## src/rtl/periph_buttons_pkg.sv

```systemverilog
// periph_buttons_pkg
//   Shared constants for the io-bus peripherals: register byte offsets of the
//   push-button block and the bus handshake state encoding, which periph_leds
//   reuses so both slaves speak the same read/write/ready protocol.
package periph_buttons_pkg;

  // Register byte offsets inside the block (bits [1:0] are always 0).
  localparam logic [31:0] BTN_REG_STATE = 32'h00;
  localparam logic [31:0] BTN_REG_EDGE  = 32'h04;
  localparam logic [31:0] BTN_REG_IRQEN = 32'h08;
  localparam logic [31:0] BTN_REG_RAW   = 32'h0C;
  localparam logic [31:0] BTN_REG_FALL  = 32'h10;

  // Slave side of the CPU data-bus handshake.
  typedef enum logic [1:0] {
    BUS_IDLE = 2'd0,
    BUS_WAIT = 2'd1,
    BUS_ACK  = 2'd2,
    BUS_DONE = 2'd3
  } bus_state_e;

endpackage

```

## src/rtl/periph_buttons_debounce.sv

```systemverilog
// btn_debounce
//   One button bit: 2-flop synchroniser followed by a consecutive-mismatch
//   counter. The stable level only follows the synchronised level after
//   DEB_CYCLES back-to-back clocks of disagreement.
// Ports:
//   clk, rst   clock and asynchronous active-high reset
//   pin_i      raw asynchronous pin
//   raw_o      synchroniser output
//   stable_o   debounced level
//   toggle_o   high in the clock whose edge flips stable_o
module btn_debounce #(
  parameter int DEB_CYCLES = 4
) (
  input  logic clk,
  input  logic rst,
  input  logic pin_i,
  output logic raw_o,
  output logic stable_o,
  output logic toggle_o
);

  localparam int CW = $clog2(DEB_CYCLES + 1);

  logic          meta_q;
  logic          sync_q;
  logic          stable_q;
  logic [CW-1:0] cnt_q;
  logic          mismatch;

  assign mismatch = (sync_q != stable_q);
  // The DEB_CYCLES-th consecutive mismatch is the one seen with the counter
  // already at DEB_CYCLES-1.
  assign toggle_o = mismatch && (cnt_q == CW'(DEB_CYCLES - 1));
  assign raw_o    = sync_q;
  assign stable_o = stable_q;

  always_ff @(posedge clk or posedge rst) begin
    if (rst) begin
      meta_q   <= 1'b0;
      sync_q   <= 1'b0;
      stable_q <= 1'b0;
      cnt_q    <= '0;
    end else begin
      meta_q <= pin_i;
      sync_q <= meta_q;
      if (toggle_o) begin
        stable_q <= sync_q;
        cnt_q    <= '0;
      end else if (mismatch) begin
        cnt_q <= cnt_q + CW'(1);
      end else begin
        cnt_q <= '0;
      end
    end
  end

endmodule

```

## src/rtl/periph_buttons.sv

```systemverilog
// periph_buttons
//   io-bus slave exposing debounced push-buttons: level state, sticky
//   rising-edge flags (write-1-to-clear), an interrupt mask and the raw
//   synchronised pins. Build option PERIPH_BUTTONS_FALL_EN adds a sticky
//   falling-edge register at 0x10 (needs ADDR_W >= 5).
// Ports:
//   clk, rst          clock and asynchronous active-high reset
//   addr              local byte address (bits [1:0] ignored)
//   data_in/data_out  write / read data
//   read, write       level requests held until ready
//   ready             one-clock completion pulse
//   buttons           raw asynchronous pins
//   irq               registered OR of pending, enabled flags
module periph_buttons
  import periph_buttons_pkg::*;
#(
  parameter int BTN_W       = 8,
  parameter int DEB_CYCLES  = 4,
  parameter int WAIT_STATES = 1,
  parameter int ADDR_W      = 4
) (
  input  logic              clk,
  input  logic              rst,
  input  logic [ADDR_W-1:0] addr,
  input  logic [31:0]       data_in,
  output logic [31:0]       data_out,
  input  logic              read,
  input  logic              write,
  output logic              ready,
  input  logic [BTN_W-1:0]  buttons,
  output logic              irq
);

  logic [BTN_W-1:0] raw;
  logic [BTN_W-1:0] stable;
  logic [BTN_W-1:0] toggle;
  logic [BTN_W-1:0] rise;

  for (genvar gi = 0; gi < BTN_W; gi++) begin : g_deb
    btn_debounce #(.DEB_CYCLES(DEB_CYCLES)) u_deb (
      .clk      (clk),
      .rst      (rst),
      .pin_i    (buttons[gi]),
      .raw_o    (raw[gi]),
      .stable_o (stable[gi]),
      .toggle_o (toggle[gi])
    );
  end

  // A toggle while the level is still 0 is a 0->1 transition at this edge.
  assign rise = toggle & ~stable;

  bus_state_e        state_q, state_d;
  logic [3:0]        wcnt_q, wcnt_d;
  logic [ADDR_W-3:0] addr_q, addr_d;
  logic [BTN_W-1:0]  wdata_q, wdata_d;
  logic              wr_q, wr_d;
  logic [BTN_W-1:0]  edge_q, edge_d;
  logic [BTN_W-1:0]  irqen_q, irqen_d;
  logic [BTN_W-1:0]  w1c_edge;
  logic [BTN_W-1:0]  pending;
  logic              irq_q;
  logic              commit;
  logic [31:0]       offset;
  logic [31:0]       rdata;
  logic              unused_bus;

  // Only the low BTN_W data bits and the word part of the address matter.
  assign unused_bus = ^{data_in, addr[1:0]};
  assign offset     = 32'({addr_q, 2'b00});

`ifdef PERIPH_BUTTONS_FALL_EN
  logic [BTN_W-1:0] fall_q, fall_d;
  logic [BTN_W-1:0] w1c_fall;
  assign pending = (edge_q | fall_q) & irqen_q;
`else
  assign pending = edge_q & irqen_q;
`endif

  // Read mux samples the live registers, so data reflects the ACK clock.
  always_comb begin
    rdata = '0;
    case (offset)
      BTN_REG_STATE: rdata = 32'(stable);
      BTN_REG_EDGE:  rdata = 32'(edge_q);
      BTN_REG_IRQEN: rdata = 32'(irqen_q);
      BTN_REG_RAW:   rdata = 32'(raw);
`ifdef PERIPH_BUTTONS_FALL_EN
      BTN_REG_FALL:  rdata = 32'(fall_q);
`endif
      default:       rdata = '0;
    endcase
  end

  // Bus handshake: next state and outputs.
  always_comb begin
    state_d  = state_q;
    wcnt_d   = wcnt_q;
    addr_d   = addr_q;
    wdata_d  = wdata_q;
    wr_d     = wr_q;
    ready    = 1'b0;
    data_out = '0;
    commit   = 1'b0;
    case (state_q)
      BUS_IDLE: begin
        if (read || write) begin
          addr_d  = addr[ADDR_W-1:2];
          wdata_d = data_in[BTN_W-1:0];
          // read+write together is served as a write
          wr_d    = write;
          if (WAIT_STATES > 0) begin
            state_d = BUS_WAIT;
            wcnt_d  = 4'(WAIT_STATES - 1);
          end else begin
            state_d = BUS_ACK;
          end
        end
      end
      BUS_WAIT: begin
        if (wcnt_q == 4'd0) state_d = BUS_ACK;
        else                wcnt_d  = wcnt_q - 4'd1;
      end
      BUS_ACK: begin
        ready   = 1'b1;
        commit  = wr_q;
        if (!wr_q) data_out = rdata;
        state_d = BUS_DONE;
      end
      BUS_DONE: begin
        // Wait for the master to drop the request so it is served once.
        if (!read && !write) state_d = BUS_IDLE;
      end
      default: state_d = BUS_IDLE;
    endcase
  end

  // Register writes; a new edge beats a same-clock clear.
  always_comb begin
    w1c_edge = '0;
    irqen_d  = irqen_q;
`ifdef PERIPH_BUTTONS_FALL_EN
    w1c_fall = '0;
`endif
    if (commit) begin
      case (offset)
        BTN_REG_EDGE:  w1c_edge = wdata_q;
        BTN_REG_IRQEN: irqen_d  = wdata_q;
`ifdef PERIPH_BUTTONS_FALL_EN
        BTN_REG_FALL:  w1c_fall = wdata_q;
`endif
        default: ;
      endcase
    end
    edge_d = (edge_q & ~w1c_edge) | rise;
`ifdef PERIPH_BUTTONS_FALL_EN
    fall_d = (fall_q & ~w1c_fall) | (toggle & stable);
`endif
  end

  always_ff @(posedge clk or posedge rst) begin
    if (rst) begin
      state_q <= BUS_IDLE;
      wcnt_q  <= '0;
      addr_q  <= '0;
      wdata_q <= '0;
      wr_q    <= 1'b0;
      edge_q  <= '0;
      irqen_q <= '0;
      irq_q   <= 1'b0;
    end else begin
      state_q <= state_d;
      wcnt_q  <= wcnt_d;
      addr_q  <= addr_d;
      wdata_q <= wdata_d;
      wr_q    <= wr_d;
      edge_q  <= edge_d;
      irqen_q <= irqen_d;
      irq_q   <= |pending;
    end
  end

`ifdef PERIPH_BUTTONS_FALL_EN
  always_ff @(posedge clk or posedge rst) begin
    if (rst) fall_q <= '0;
    else     fall_q <= fall_d;
  end
`endif

  assign irq = irq_q;

endmodule
```

## config.mk

```make
export PLATFORM = sky130hd
export DESIGN_NAME = periph_buttons
export DESIGN_NICKNAME = d
export VERILOG_FILES = /design/src/rtl/periph_buttons_pkg.sv /design/src/rtl/periph_buttons_debounce.sv /design/src/rtl/periph_buttons.sv
export SDC_FILE = /design/constraint.sdc
export NUM_CORES = 1
export LEC_CHECK = 0
export ABC_AREA = 1
export CAP_MARGIN = 0
export CORE_ASPECT_RATIO = 0.6
export CORE_MARGIN = 1.5
export CORE_UTILIZATION = 40
export CTS_CLUSTER_SIZE = 14
export DETAILED_ROUTE_END_ITERATION = 16
export GPL_TIMING_DRIVEN = 0
export MAX_ROUTING_LAYER = met4
export SLEW_MARGIN = 0
export SYNTH_ARGS = -nofsm -noshare
export SYNTH_HDL_FRONTEND = slang
export SYNTH_HIERARCHICAL = 1
export SYNTH_SLANG_ARGS = --single-unit
```

## constraint.sdc

```tcl
create_clock -name clk -period 1.87 [get_ports clk]
set_clock_uncertainty 0.2 [all_clocks]
set_input_delay 0.561 -clock clk [delete_from_list [all_inputs] [get_ports clk]]
set_output_delay 0.561 -clock clk [all_outputs]
set_load 0.005 [all_outputs]
```

-- After elaboration in Yosys (flattened, before gate mapping)
Cells that the tools add are included.
- output and inout bits: 34
- register bits after elaboration: 82
- bitwise logic cells: 6
- multiplexer cells: 30
- equal/unequal tests: 26
- add/subtract/negate cells: 9
- reduce and logical (&&, ||, !) cells: 21
- operator list (cell ; number):
    32-bit two-way mux ; 2
    3-bit two-way mux ; 16
    32-bit logical NOT ; 1
    8-bit case mux with 4 select lines ; 1
    3-bit by 1-bit adder with 3-bit output (second input constant) ; 8
    8-bit AND ; 3
    3-bit by 2-bit equality test with 1-bit output (second input constant) ; 8
    8-bit two-way mux ; 2
    8-bit inverter ; 2
    1-bit logical AND ; 9
    2-bit equality test (second input constant) ; 4
    4-bit two-way mux ; 2
    1-bit inequality test ; 8
    2-bit inequality test (second input constant) ; 4
    8-bit bitwise OR ; 1
    2-bit case mux with 4 select lines ; 1
    4-bit case mux with 2 select lines ; 1
    8-bit OR reduction ; 1
    2-bit two-way mux ; 3
    3-bit AND reduction ; 2
    2-bit by 1-bit equality test with 1-bit output (second input constant) ; 2
    4-bit logical NOT ; 1
    2-bit AND reduction ; 2
    4-bit by 1-bit subtractor with 4-bit output (second input constant) ; 1
    other kinds (5) ; 7

-- Logic depth before layout (Yosys ltp)
Gate-level depths: netlist of the first run.
- word-level depth: 6
- mapped depth: 8
- depth with buffers taken out: 7

-- By module
The synthesis of the first run kept the hierarchy.
- by module, submodules not included (module ; cells each ; times used ; area an instance (µm²)):
    periph_buttons ; 265 ; 1 ; 2013.2
    btn_debounce ; 25 ; 8 ; 245.2

-- Worst setup path after synthesis of the first run
Ideal clock, no wire load.
- path kind: register to output
- start: register addr_q[1]
- end: output data_out[0]
- arrival: 0.989 ns
- setup slack: 0.120 ns
- buffers on the path: 1
- stages on the path, launching flop included: 7
- data required time: 1.109 ns
- cell sequence: dfrtp_1 buf_4 inv_2 nand2_2 o21ai_1 nor2_1 nor2_1
- cells in the longest elaborated chain, start to end: 4
- RTL lines (what ; RTL line ; text):
    start, declared ; periph_buttons.sv:55 ; logic [ADDR_W-3:0] addr_q, addr_d;
    start signal, assigned ; periph_buttons.sv:174 ; addr_q <= addr_d;
    32-bit logical NOT, or another cell as far along ; periph_buttons.sv:83 ; case (offset)
    8-bit case mux with 4 select lines (*) ; periph_buttons.sv:83 ;
    32-bit two-way mux (*) ; periph_buttons.sv:127 ; if (!wr_q) data_out = rdata;
    32-bit two-way mux (*) ; periph_buttons.sv:105 ; case (state_q)
    end, declared ; periph_buttons.sv:26 ; output logic [31:0] data_out,
Every way passes the cells marked *; elsewhere a longest branch is shown, timed or not.

-- Worst setup path in the final report of the first run
- start: register addr_q[0]
- end: output data_out[0]
Same word-level chain as after synthesis.

==> impl_results.md, run 1 <==
- Status: finished, violations left
- Failing checks: negative setup slack
- Post-route cell area: 4940 um^2
- Unique cell type count in the Yosys netlist: 21
- Hold Slack: roughly 0.14 ns
- Clock Sink Count: between 80 and 90
- Post-synth top cells: nand2_1 (86), dfrtp_1 (82), inv_1 (81)
- Post-CTS Hold Buffers: 0
- Synth Flop Type: dfrtp_1
- Most frequent CP cell: nor2_1
- M1 WL: ~4200 um
- Final WL: between 8000 and 9000 um
- Fin crit period: approximately 2.3 ns
- Layout area overhead: 24.3%
- PortBufs: 31
- Post-synth top area cell: dfrtp_1
- Worst Tran Pin Value: 0.730 ns
- Asr flop ratio synth: 100%
- Mapped Area: just under 4000 um^2
- Maxcap violations: 0
- Clk pin slew, worst setup/hold paths: approximately 0.060 ns
- Die width: 132 um
- Gpl congestion: between 0.8 and 0.9
- Power Density: 1500 nW/um^2
- Clock buffer depth: 2
- CTS tree: done
- Die area: about 11000 um^2
- Fmax: about 0.43 GHz
- Max Used Layer: met4
- Initial antenna violation count: 0
- Max-slew violation count: 0
- Total GRT Usage: between 15 and 20%
- Tcrit/Tclk final: 123%
- Startpoint Class: flip-flop
- Fin worst setup slack: -0.437 ns
- Post-synth EDFFs: 0
- Post-synth top area share: 51.6%
- Worst slack, placed: -0.974 ns
- Final Util: between 50 and 60%
- Sequential cell area fraction in the yosys report: between 50% and 60%
- # H-tree levels: 3
- Share of post-route cells with drive strength above 1: 14.9%
- Mean Syn Cell Area: roughly 8.5 um^2
- DR pass1 iterations: 4
- First-pass GRT wire length: ~14000 um
- Crit-path cells: nor2_4, buf_6, nand2_2, o21ai_1, nor2_1, nor2_1, buf_2
- 1st-iter DRT viols: about 140
- Die height: 80.2 um
- Largest net degree at the start of global routing: 18
- Setup violators final: 9
- Net count, final: 609
- Worst Path Buf+Inv: 2
- Later-pin clock latency in the skew report: around 0.34 ns
- RSZ-0062 raised after global routing: yes
- Root buf cell: clkbuf_16
- Max stage delay on crit path: between 0.4 and 0.5 ns
- ANT cells: 0
- Met2 WL: ~3200 um
- Yosys warning count: 6
- DRC: 0
- HP Class: reg -> reg
- Site Rows: 27
- Grt ovf: 0
- Total Power: roughly 7400 uW
- Lkg Pwr: ~0.0025 uW
- Worst Path Arrival: between 1.5 and 2 ns
- Crit path kind: reg -> out
- DRT antenna net count: 0
- Fillers: just under 900
- HPWL Detailed: approximately 5700 um
- Vias post-DR: 2971
- Cells after synthesis: about 470
- Register area: approximately 2100 um^2
- Final Hold Viols: 0
- Crit path required time: roughly 1.1 ns
- Synth top area cells: dfrtp_1 (52%), nand2_1 (8.1%), inv_1 (7.6%), ha_1 (6.9%), o21ai_1 (5.9%)
- Post-synthesis sequential element count: 82
- Rel. slew slack: 51.2%
- Top-count cell post-synth: nand2_1
- Clock buffer count from CTS: 9
- Vias in the first global route: 2876
- Drt wl/cell: between 10 and 15 um
- Vias/cell: between 4 and 5
- Peak supply drop: approximately 0.63 mV
- IO Pins: 82
- Area after DPL: 4530 um^2
- Core ar.: between 9000 and 10000 um^2
- Delay-heaviest family, CP: flip-flops
- Crit Path Max Fanout: 7
- Worst Setup End Kind: output pin
- Initial Util: 42.2%
- Multi-input gate area: 1540 um^2
- Met3 WL post-DR: 539 um
- Slowest-stage cell, CP: dfrtp_2
## registers in the layout (all words and copies together), names as in the netlist
name,flops
irq,1
wdata_q,8
wcnt_q,4
edge_q,8
g_deb.u_deb/stable_o,8
g_deb.u_deb/meta_q,8
state_q,2
wr_q,1
irqen_q,8
addr_q,2
g_deb.u_deb/cnt_q,24
g_deb.u_deb/raw_o,8
## through the flow
stage / instances / setup TNS [ns]
6_report: 673 / -3.30
4_1_cts: 669 / -3.76
2_1_floorplan: 488 / 0
3_3_place_gp: 649 / -39.76
5_1_grt: 673 / -4.04
3_5_place_dp: 649 / -40.97
## path summary, 6_finish.rpt
kind / cells past startpoint / end / slack [ns] / startpoint
max: 7 / data_out[0] / -0.44 / addr_q[0]
min: 0 / g_deb[7].u_deb/raw_o / 0.14 / g_deb[7].u_deb/meta_q
max reg2reg: 8 / wdata_q[7] / 0.13 / state_q[0]
min reg2reg: 0 / g_deb[7].u_deb/raw_o / 0.14 / g_deb[7].u_deb/meta_q
max in group asynchronous: 2 / addr_q[0] / 0.23 / rst
min in group asynchronous: 2 / g_deb[2].u_deb/cnt_q[2] / 0.82 / rst
## layout make-up
class	instances	share of cell area (%)
Buffer	29	4.51
Clock buffer	12	4.99
Clock inverter	3	0.810
Inverter	84	6.56
Multi-Input combinational cell	293	31.1
Sequential cell	82	41.6
Tap cell	130	3.29
Timing Repair Buffer	39	6.91
Timing Repair inverter	1	0.152
## logic make-up after synthesis
| kind of cell | after synthesis | share of synthesized area (%) |
|---|---|---|
| xor+xnor | 1 | 0.220 |
| other cells | 1 | 0.0943 |
| fa+ha+maj | 22 | 6.92 |
| buf+inv | 113 | 13.2 |
| compound gates | 68 | 8.69 |
| flops | 82 | 51.6 |
| simple gates | 178 | 19.2 |
## per-layer routing
layer,track usage (%),vias to the layer above
met5,-,-
met4,6.67,0
met3,6.00,7
met2,25.3,73
met1,23.6,1357
li1,-,1534
## layout by cell type (no fill, tap or decap)
cell / Yosys / routed
or2_1: 1 / 1
bufinv_16: 0 / 1
dfrtp_1: 82 / 78
nand3_4: 1 / 1
clkinvlp_4: 0 / 2
ha_4: 0 / 1
nor2_4: 0 / 1
nand2_4: 0 / 2
inv_1: 81 / 79
dlygate4sd2_1: 0 / 1
ha_2: 0 / 1
nand2_1: 86 / 84
xor2_1: 1 / 1
conb_1: 1 / 24
or2_0: 16 / 16
nand3_2: 2 / 2
inv_2: 3 / 3
buf_2: 3 / 9
clkbuf_8: 0 / 1
ha_1: 22 / 20
clkdlybuf4s50_1: 0 / 21
buf_4: 26 / 30
or2_2: 1 / 1
o21ai_2: 0 / 1
o21ai_0: 17 / 17
nand3_1: 12 / 12
clkbuf_1: 0 / 2
nand2_2: 2 / 1
dfrtp_2: 0 / 4
buf_6: 0 / 6
nand4_1: 2 / 2
inv_6: 0 / 1
clkbuf_4: 0 / 1
o22ai_1: 4 / 4
nand2_8: 0 / 1
o21ai_1: 47 / 46
clkinv_2: 0 / 2
nor2_1: 55 / 54
clkbuf_16: 0 / 9
## power breakdown
group | leakage [uW] | switching (uW) | internal, uW
Combinational | 0.00130 | 1710 | 1200
Sequential | 0.00101 | 358 | 2420
Clock | 0.000142 | 659 | 1060
## what timing repair did
item / in CTS / in global routing
pin swaps: 10 / 7
gates cloned: 1 / 0
gates resized for setup: 55 / 10
setup endpoints to repair: 44 / 26
buffers inserted: 4 / 4
## worst register-to-register path, stage by stage, from the launching register on
cell and delay, ns:
dfrtp_2 0.42, inv_2 0.08, buf_4 0.10, ha_1 0.21, inv_1 0.06, nor2_1 0.16, clkbuf_4 0.26, nand2_1 0.09
o21ai_0 0.08
(Power assumes the default switching activity.)
==> run 2, diff against run 1 <==
HOLD_SLACK_MARGIN = 0.05   (was not set)
==> results of run 2 <==
Final layout, timing and power as in run 1 (identical DEF).
